<file path="config.mk">
export PLATFORM = sky130hd
export DESIGN_NAME = core_mem_router
export DESIGN_NICKNAME = d
export VERILOG_FILES = /design/src/rtl/core_mem_router_pkg.sv /design/src/rtl/mem_addr_decode.sv /design/src/rtl/core_mem_router.sv
export SDC_FILE = /design/constraint.sdc
export NUM_CORES = 1
export LEC_CHECK = 0
export ABC_CLOCK_PERIOD_IN_PS = 4700
export CAP_MARGIN = 20
export CORE_MARGIN = 1
export CORE_UTILIZATION = 30
export DETAILED_ROUTE_END_ITERATION = 16
export GPL_ROUTABILITY_DRIVEN = 0
export MAX_ROUTING_LAYER = met4
export SYNTH_ARGS = -nofsm -noshare
export SYNTH_HDL_FRONTEND = slang
export SYNTH_SLANG_ARGS = --single-unit
</file>
<file path="constraint.sdc">
create_clock -name clk -period 4.7 [get_ports clk]
set_input_delay 0.94 -clock clk [delete_from_list [all_inputs] [get_ports clk]]
set_output_delay 0.94 -clock clk [all_outputs]
set_load 0.05 [all_outputs]
</file>
<file path="src/rtl/core_mem_router_pkg.sv">
// core_mem_router_pkg: shared state/error encodings and default address windows
package core_mem_router_pkg;
    typedef enum logic [1:0] {IDLE, IMEM_WAIT, DMEM_WAIT, RESP} state_t;
    typedef enum logic [1:0] {NONE = 2'b00, DECODE = 2'b01, TIMEOUT = 2'b10, WPROT = 2'b11} err_cause_t;
    localparam logic [31:0] DEF_IMEM_BASE = 32'h0000_0000;
    localparam logic [31:0] DEF_IMEM_BYTES = 32'd512;
    localparam logic [31:0] DEF_DMEM_BASE = 32'h0000_1000;
    localparam logic [31:0] DEF_DMEM_BYTES = 32'h0000_1000;
    localparam bit DEF_IMEM_WRITABLE = 1'b1;
    localparam int DEF_TIMEOUT_CYCLES = 255;
endpackage

</file>
<file path="src/rtl/mem_addr_decode.sv">
// mem_addr_decode: window hit and write-protect decode for a core request
module mem_addr_decode
    import core_mem_router_pkg::*;
#(
    parameter logic [31:0] IMEM_BASE = DEF_IMEM_BASE,
    parameter logic [31:0] IMEM_BYTES = DEF_IMEM_BYTES,
    parameter logic [31:0] DMEM_BASE = DEF_DMEM_BASE,
    parameter logic [31:0] DMEM_BYTES = DEF_DMEM_BYTES,
    parameter bit IMEM_WRITABLE = DEF_IMEM_WRITABLE
) (
    input  logic [31:0] addr,
    input  logic [3:0]  wstrb,
    output logic        hit_imem,
    output logic        hit_dmem,
    output logic        wprot_violation
);
    // Unsigned wrap makes addresses below the base land far outside the window
    assign hit_imem = (addr - IMEM_BASE) < IMEM_BYTES;
    assign hit_dmem = (addr - DMEM_BASE) < DMEM_BYTES;
    assign wprot_violation = hit_imem && |wstrb && !IMEM_WRITABLE;
endmodule

</file>
<file path="src/rtl/core_mem_router.sv">
// core_mem_router: routes core requests to imem or dmem, completing errors and timeouts locally
module core_mem_router
    import core_mem_router_pkg::*;
#(
    parameter logic [31:0] IMEM_BASE = DEF_IMEM_BASE,
    parameter logic [31:0] IMEM_BYTES = DEF_IMEM_BYTES,
    parameter logic [31:0] DMEM_BASE = DEF_DMEM_BASE,
    parameter logic [31:0] DMEM_BYTES = DEF_DMEM_BYTES,
    parameter bit IMEM_WRITABLE = DEF_IMEM_WRITABLE,
    parameter int TIMEOUT_CYCLES = DEF_TIMEOUT_CYCLES
) (
    input  logic        clk,
    input  logic        resetn,
    input  logic        core_valid,
    output logic        core_ready,
    input  logic [31:0] core_addr,
    input  logic [31:0] core_wdata,
    input  logic [3:0]  core_wstrb,
    output logic [31:0] core_rdata,
    output logic        imem_valid,
    input  logic        imem_ready,
    output logic [8:0]  imem_addr,
    output logic [31:0] imem_wdata,
    output logic [3:0]  imem_wstrb,
    input  logic [31:0] imem_rdata,
    output logic        dmem_valid,
    input  logic        dmem_ready,
    output logic [31:0] dmem_addr,
    output logic [31:0] dmem_wdata,
    output logic [3:0]  dmem_wstrb,
    input  logic [31:0] dmem_rdata,
    output logic        err_valid,
    output logic [1:0]  err_cause,
    output logic [7:0]  err_count
);
    localparam int TW = $clog2(TIMEOUT_CYCLES);
    state_t state, state_next;
    err_cause_t cause_next;
    logic [TW-1:0] timer;
    logic wr, hit_imem, hit_dmem, wprot, accept, waiting, slave_ready, expired, to_resp;
    logic [31:0] slave_rdata;

    mem_addr_decode #(
        .IMEM_BASE(IMEM_BASE), .IMEM_BYTES(IMEM_BYTES), .DMEM_BASE(DMEM_BASE),
        .DMEM_BYTES(DMEM_BYTES), .IMEM_WRITABLE(IMEM_WRITABLE)
    ) u_decode (
        .addr(core_addr), .wstrb(core_wstrb), .hit_imem(hit_imem),
        .hit_dmem(hit_dmem), .wprot_violation(wprot)
    );

    always_ff @(posedge clk) state <= !resetn ? IDLE : state_next;

    always_comb begin
        state_next = state;
        cause_next = NONE;
        accept = state == IDLE && core_valid && !core_ready;
        waiting = state == IMEM_WAIT || state == DMEM_WAIT;
        slave_ready = state == IMEM_WAIT ? imem_ready : dmem_ready;
        slave_rdata = state == IMEM_WAIT ? imem_rdata : dmem_rdata;
        expired = timer == TW'(TIMEOUT_CYCLES - 1);
        if (accept) begin
            cause_next = wprot ? WPROT : (!hit_imem && !hit_dmem) ? DECODE : NONE;
            state_next = cause_next != NONE ? RESP : hit_imem ? IMEM_WAIT : DMEM_WAIT;
        end else if (waiting && (slave_ready || expired)) begin
            cause_next = slave_ready ? NONE : TIMEOUT;
            state_next = RESP;
        end else if (state == RESP) begin
            state_next = IDLE;
        end
        to_resp = state != RESP && state_next == RESP;
    end

    always_ff @(posedge clk) begin
        if (!resetn) begin
            core_ready <= 1'b0;
            core_rdata <= '0;
            imem_valid <= 1'b0;
            imem_addr  <= '0;
            imem_wdata <= '0;
            imem_wstrb <= '0;
            dmem_valid <= 1'b0;
            dmem_addr  <= '0;
            dmem_wdata <= '0;
            dmem_wstrb <= '0;
            err_valid  <= 1'b0;
            err_cause  <= NONE;
            err_count  <= '0;
            timer      <= '0;
            wr         <= 1'b0;
        end else begin
            core_ready <= to_resp;
            err_valid <= to_resp && cause_next != NONE;
            timer <= waiting && !to_resp ? timer + 1'b1 : '0;
            if (accept) wr <= |core_wstrb;
            if (to_resp && cause_next != NONE) begin
                err_cause <= cause_next;
                err_count <= err_count + {7'd0, err_count != 8'hFF};
            end
            // Reads that completed cleanly return slave data; writes and errors return zero
            if (to_resp) core_rdata <= waiting && cause_next == NONE && !wr ? slave_rdata : '0;
            if (accept && state_next == IMEM_WAIT) begin
                imem_valid <= 1'b1;
                imem_addr  <= 9'(core_addr - IMEM_BASE);
                imem_wdata <= core_wdata;
                imem_wstrb <= core_wstrb;
            end else if (state == IMEM_WAIT && to_resp) begin
                imem_valid <= 1'b0;
            end
            if (accept && state_next == DMEM_WAIT) begin
                dmem_valid <= 1'b1;
                dmem_addr  <= core_addr;
                dmem_wdata <= core_wdata;
                dmem_wstrb <= core_wstrb;
            end else if (state == DMEM_WAIT && to_resp) begin
                dmem_valid <= 1'b0;
            end
        end
    end
endmodule

</file>
==> key figures, run 1 <==
Run status
  – Status: finished clean

Global route
  – Total GRT Usage: 0.188
  – GRT overflow: 0
  – Initial antenna violation count: 0
  – First-pass GRT wire length: 31.1 mm
  – Largest net degree at the start of global routing: 65
  – Vias in the first global route: 5774

Route
  – Routed vias/inst: 4.66
  – Avg WL per Cell: 15.2 microns
  – Drc violations: 0
  – Pre-antenna DRT Iters: 4
  – Routed Antenna Nets: 0
  – First DRT Iteration DRCs: 198
  – WL final: 20.2 mm
  – Via count: 6184

Clock tree
  – Cts bufs inserted: 17
  – Post-CTS setup buffer count: 0
  – Hold Buf Count CTS: 0
  – H-tree levels: 4
  – CTS Root Buffer Type: clkbuf_16
  – Resize count post-CTS: 0
  – Clock slew at reported path FFs: 0.06 ns
  – CTS tree: done
  – Clock Sinks: 170
  – Clock Latency Late Sink: 0.42 ns
  – Max Root-Sink Buffers: 2

Critical path
  – CP max stage delay: 0.69 ns
  – Cell family with most CP delay: simple AND/OR/NAND/NOR gates
  – Worst flop-to-flop path startpoint: state[1]
  – Critical path, cell by cell: clkdlybuf4s50_1, nor4_4, nand2_1, o31ai_1, inv_1, a21o_1, or4_4, o21ai_0
  – CP Launch Type: primary input
  – Worst Setup Path Type: in -> reg
  – CP Launch Point: core_addr[12]
  – Cell with the largest stage delay on the worst path: or4_4
  – CP Max Fanout: 32
  – Crit. End Element: flip-flop
  – Worst path bufs/invs: 2
  – CP arrival: 4.00 ns
  – Critical Path RT: 5.05 ns

Final layout
  – Area delta synth->final: 58.6%
  – Share of cells above drive strength 1: 0.0495
  – Post-route core utilization: 0.486
  – Filler cells: 2075
  – ANT cells: 0
  – Final instance area: 10200 sq um
  – Net count, final: 1183
  – Post-route insts no fill: 1326

Flow run
  – Max Cap Viol: 0

Synth
  – Ys Warns: 0
  – Sequential cell area fraction in the yosys report: 0.529
  – Post-Synth XOR/XNOR Area: 0.0122
  – Mux contribution to synthesized area: 0.0548
  – Largest cells by area after synthesis: dfxtp_1 (53%), nand2_1 (13%), a21oi_1 (8.2%)
  – Main combinational cell family by area after synthesis: simple AND/OR/NAND/NOR gates
  – Synth top area share: 0.529
  – Fraction of registers with async set or reset after synthesis: 0
  – Most instantiated cells after synthesis: nand2_1 (227), dfxtp_1 (170), a21oi_1 (105)
  – Syn Area/Cell: 8.46 sq um
  – Yosys top cell by area: dfxtp_1
  – Synthesized area: 6440 sq um
  – Yosys reg bits: 170
  – Cells after synthesis: 761
  – Post-synth top flop: dfxtp_1
  – Synth Area in Adders: 0.0155
  – Simple-gate portion of the synthesized area: 0.223
  – Number of synthesized flops with an enable pin: 0
  – Dominant cell by count in the synthesized netlist: nand2_1
  – Synth unique cells: 45
  – Synthesized Nets: 906
  – Synth Area in Compound Gates: 0.132

Timing
  – Setup-failing EPs final: 0
  – Slew headroom: 0.315
  – Final Hold Fails: 0
  – Setup TNS: 0 ns
  – Fmax: 274 MHz
  – Least-Margin Pin Slew: 1.03 ns
  – Min Tclk post-route: 3.65 ns
  – Clock Skews: 0.0103 ns
  – RSZ-0062 raised after global routing: no
  – Max Slew Vio Count: 0
  – Final period utilization: 0.777

Floorplan
  – Die Wd: 148 microns
  – Effective utilization at floorplan: 0.306
  – Core Region: 21000 sq um
  – Die ar.: 22000 sq um
  – Row cnt: 53
  – Die height: 148 microns
  – I/O pin count: 296

Hold path
  – Hold path start: core_rdata[27]
  – Worst Hold Class: reg -> reg

Place
  – Post-DP Area: 9650 sq um
  – Input/output buffers: 295
  – Post-Place Cells: 1294
  – Post-DP HPWL: 14.3 mm

Pwr
  – Leak: 3.55 nW
  – Power Dens Cells: 384 nW/um^2
  – Worst VDD drop: 212 uV
-- per-stage QoR --
stage          power (mW)  hold slack [ns]  setup WS (ns)
2_1_floorplan        2.23            0.432           1.53
6_report             3.92            0.446           1.05
5_1_grt              4.12            0.466          0.825
4_1_cts              3.98            0.450           1.08
3_5_place_dp         2.62            0.441          0.622
3_3_place_gp         2.63            0.434          0.706
-- cell families (layout without fill, tap and decap cells) --
kind of cell	count (synthesis)	in the layout
flip-flops	170	170
AND/OR/NAND/NOR	323	323
XOR/XNOR	9	9
AO/OA/AOI/OAI	159	159
multiplexers	35	35
buffers and inverters	57	347
adder cells (fa/ha/maj)	8	8
-- cell usage in the layout (no fill, tap or decap), types with 2 or more instances in the layout --
master             n
clkdlybuf4s50_1  295
o31ai_1            5
inv_1              8
and3_1            22
ha_1               7
xor2_1             7
nor4_1             6
clkbuf_16         17
o21ai_1           30
dfxtp_1          170
inv_8              4
mux2i_1           33
nand2_1          227
buf_4             11
inv_6              4
xnor2_1            2
a21oi_1          105
nand4_1            6
or4_1              6
a21o_1             2
nor4_4             2
o21ai_0            8
and3b_1            2
clkinvlp_4         3
and2_1             3
nor2_1            14
nor3_1            10
or3_1              2
nand3_1           15
clkinv_4           3
-- metal layers --
| metal | part of all wire | GRT usage | vias up |
|---|---|---|---|
| met3 | 0.085 | 0.0515 | 21 |
| met1 | 0.44 | 0.231 | 2803 |
| met4 | 0.014 | 0.0613 | 0 |
| li1 | - | - | 3126 |
| met5 | 0 | - | - |
| met2 | 0.46 | 0.298 | 234 |
-- worst min-delay path: cells and delay by family (launching register included) --
family / cells / cell delay [ns]
compound gates: 1 / 0.05
flops: 1 / 0.31
simple gates: 1 / 0.05
-- final timing paths --
path,cells past startpoint,to,slack (ns)
setup reg to reg,8,core_rdata[0],1.74
setup / recovery,8,core_rdata[0],1.05
hold reg to reg,2,core_rdata[27],0.45
hold / removal,2,core_rdata[27],0.45
-- power by group --
group	leakage [nW]	internal (mW)	switching [mW]
Clock	0.266	0.700	0.635
Combinational	1.91	0.388	0.625
Sequential	1.37	1.52	0.0533
Total	3.55	2.61	1.31
-- final cells by class --
class / count / area, sq um / area share
clock buffers: 18 / 429 / 0.0420
clock inverters: 14 / 129 / 0.0126
inverters: 9 / 35.0 / 0.00343
multi-input cells: 534 / 2830 / 0.277
flip-flops and latches: 170 / 3400 / 0.333
well taps: 275 / 344 / 0.0337
repair buffers: 306 / 3040 / 0.297
-- flip-flops by register name, summed over array words and instances, names as in the netlist --
| signal | count |
|---|---|
| state | 2 |
| imem_wstrb | 4 |
| err_count | 8 |
| core_rdata | 32 |
| err_cause | 2 |
| dmem_valid | 1 |
| wr | 1 |
| err_valid | 1 |
| imem_addr | 9 |
| imem_valid | 1 |
| timer | 8 |
| dmem_addr | 32 |
| core_ready | 1 |
| imem_wdata | 32 |
| dmem_wstrb | 4 |
| dmem_wdata | 32 |
(Power assumes the default switching activity.)
==> inputs of run 2 (changes only) <==
Settings changed: ABC_CLOCK_PERIOD_IN_PS 4700 to 3050.
Clock period 4.7 ns to 3.05 ns, I/O delays scaled along.
==> key figures, run 2 (same netlist as run 1, synthesis figures left out) <==
Run status
  – Status: finished clean

Clock tree
  – Clock Latency Late Sink: 0.43 ns (about the same)
  – Clock slew at reported path FFs: 0.07 ns (about the same)
  – Clock Sinks: 170 (unchanged)
  – CTS tree: done
  – Post-CTS setup buffer count: 0 (unchanged)
  – Hold Buf Count CTS: 0 (unchanged)
  – Resize count post-CTS: 0 (unchanged)
  – Max Root-Sink Buffers: 2 (unchanged)
  – CTS Root Buffer Type: clkbuf_16
  – H-tree levels: 4 (unchanged)
  – Cts bufs inserted: 17 (unchanged)

Critical path
  – CP Launch Type: primary input
  – CP max stage delay: 0.50 ns (-0.19 ns)
  – Most frequent CP cell: buf_4
  – Critical path, cell by cell: clkdlybuf4s50_1, nor4_4, buf_4, nand4_1, xnor2_1, nor4_2, or4_1, or4_4, buf_4, o21ai_1
  – Cell with the largest stage delay on the worst path: or4_4
  – Worst Setup Path Type: in -> reg
  – Crit. End Element: flip-flop
  – Critical Path RT: 3.41 ns (-1.64 ns)
  – CP arrival: 3.30 ns (-0.70 ns)
  – Worst flop-to-flop path startpoint: state[1]
  – CP Max Fanout: 10 (-69%)
  – CP Launch Point: core_addr[13]

Hold path
  – Worst Hold Class: reg -> reg
  – Hold path start: core_rdata[20]

Route
  – Routed Antenna Nets: 0 (unchanged)
  – WL final: 20.6 mm (+1.8%)
  – Drc violations: 0 (unchanged)
  – Pre-antenna DRT Iters: 4 (unchanged)
  – First DRT Iteration DRCs: 268 (+35%)
  – Routed vias/inst: 4.64 (-0.44%)
  – Avg WL per Cell: 15.1 microns (-1.1%)
  – Via count: 6338 (+2.5%)

Floorplan
  – Die height: 148 microns (unchanged)
  – Die ar.: 22000 sq um (unchanged)
  – Die Wd: 148 microns (unchanged)
  – Row cnt: 53 (unchanged)
  – Core Region: 21000 sq um (unchanged)
  – Effective utilization at floorplan: 0.306 (unchanged)
  – I/O pin count: 296 (unchanged)

Final layout
  – Filler cells: 2022 (-2.6%)
  – Share of cells above drive strength 1: 0.0872 (+0.0378)
  – FF+latch area: 3400 sq um (unchanged)
  – Net count, final: 1221 (+3.2%)
  – Multi-input logic area: 2860 sq um (+0.97%)
  – Most common cell after layout, fill and taps aside: clkdlybuf4s50_1
  – Area delta synth->final: 65.5%
  – Commonest cells after routing, fill and taps aside: clkdlybuf4s50_1 (293), nand2_1 (227), dfxtp_1 (170)
  – Post-route insts no fill: 1365 (+2.9%)

Timing
  – Setup-failing EPs final: 0 (unchanged)
  – Hold_ws: 0.448 ns (+0.00205 ns)
  – Slew headroom: 0.482 (+0.167)
  – Min Tclk post-route: 2.94 ns
  – Max Slew Vio Count: 0 (unchanged)
  – Clock Skews: 0.0108 ns (+0.000498 ns)
  – Fmax: 340 MHz
  – Final period utilization: 0.965
  – Final Hold Fails: 0 (unchanged)
  – Least-Margin Pin Slew: 0.770 ns (-0.258 ns)

Pwr
  – Leak: 3.81 nW (+7.4%)
  – Power Dens Cells: 589 nW/um^2 (+53%)
  – Worst VDD drop: 331 uV (+56%)

Place
  – Post-DP HPWL: 14.5 mm (+1.7%)
  – Post-Place Cells: 1332 (+2.9%)
  – Input/output buffers: 295 (unchanged)

Global route
  – First-pass GRT wire length: 31.5 mm (+1.2%)
  – Vias in the first global route: 5995 (+3.8%)
  – GRT overflow: 0 (unchanged)
  – Largest net degree at the start of global routing: 107 (+65%)
  – Initial antenna violation count: 1 (+1)
  – Total GRT Usage: 0.190 (+0.00183)

Flow run
  – Max Cap Viol: 0 (unchanged)
-- run 2: cell type report --
type,count,share of cell area
repair buffers,344,0.322
flip-flops and latches,170,0.319
clock buffers,18,0.0403
clock inverters,14,0.0141
multi-input cells,534,0.268
inverters,9,0.00329
diodes,1,0.000235
well taps,275,0.0323
-- run 2: final timing paths --
check | endpoint | slack (ns) | cells after the start
worst max-delay path | core_rdata[27] | 0.11 | 10
worst max register to register | core_rdata[27] | 0.27 | 9
worst min-delay path | core_rdata[20] | 0.45 | 2
worst min register to register | core_rdata[20] | 0.45 | 2
-- run 2: per-stage QoR --
step / instance area, sq um / util / total power, mW / setup WS, ns / setup TNS [ns]
6_report: 10700 / 0.507 / 6.27 / 0.107 / 0
5_1_grt: 10700 / 0.507 / 6.55 / -0.00372 / -0.00621
4_1_cts: 10600 / 0.505 / 6.33 / 0.0426 / 0
3_5_place_dp: 10000 / 0.477 / 4.19 / -0.418 / -31.92
3_3_place_gp: 10000 / 0.477 / 4.19 / -0.390 / -31.26
2_1_floorplan: 6440 / - / 3.44 / 0.214 / 0
-- run 2: per-layer routing --
metal	vias to the layer above	routed length, microns	GRT usage
li1	3199	-	-
met1	2833	8950	0.225
met2	278	9430	0.306
met3	28	1810	0.0531
met4	0	369	0.0701
met5	-	0	-
-- run 2: report_power, final --
group	total (mW)	leakage, nW	internal [mW]	switching, mW
Sequential	2.42	1.37	2.34	0.0808
Clock	2.12	0.285	1.10	1.03
Combinational	1.73	2.16	0.725	1.00
-- run 2: critical path: cells and delay by family --
family,cells,cell delay [ns]
AND/OR/NAND/NOR,5,1.47
buffers and inverters,3,0.84
XOR/XNOR,1,0.21
AO/OA/AOI/OAI,1,0.15
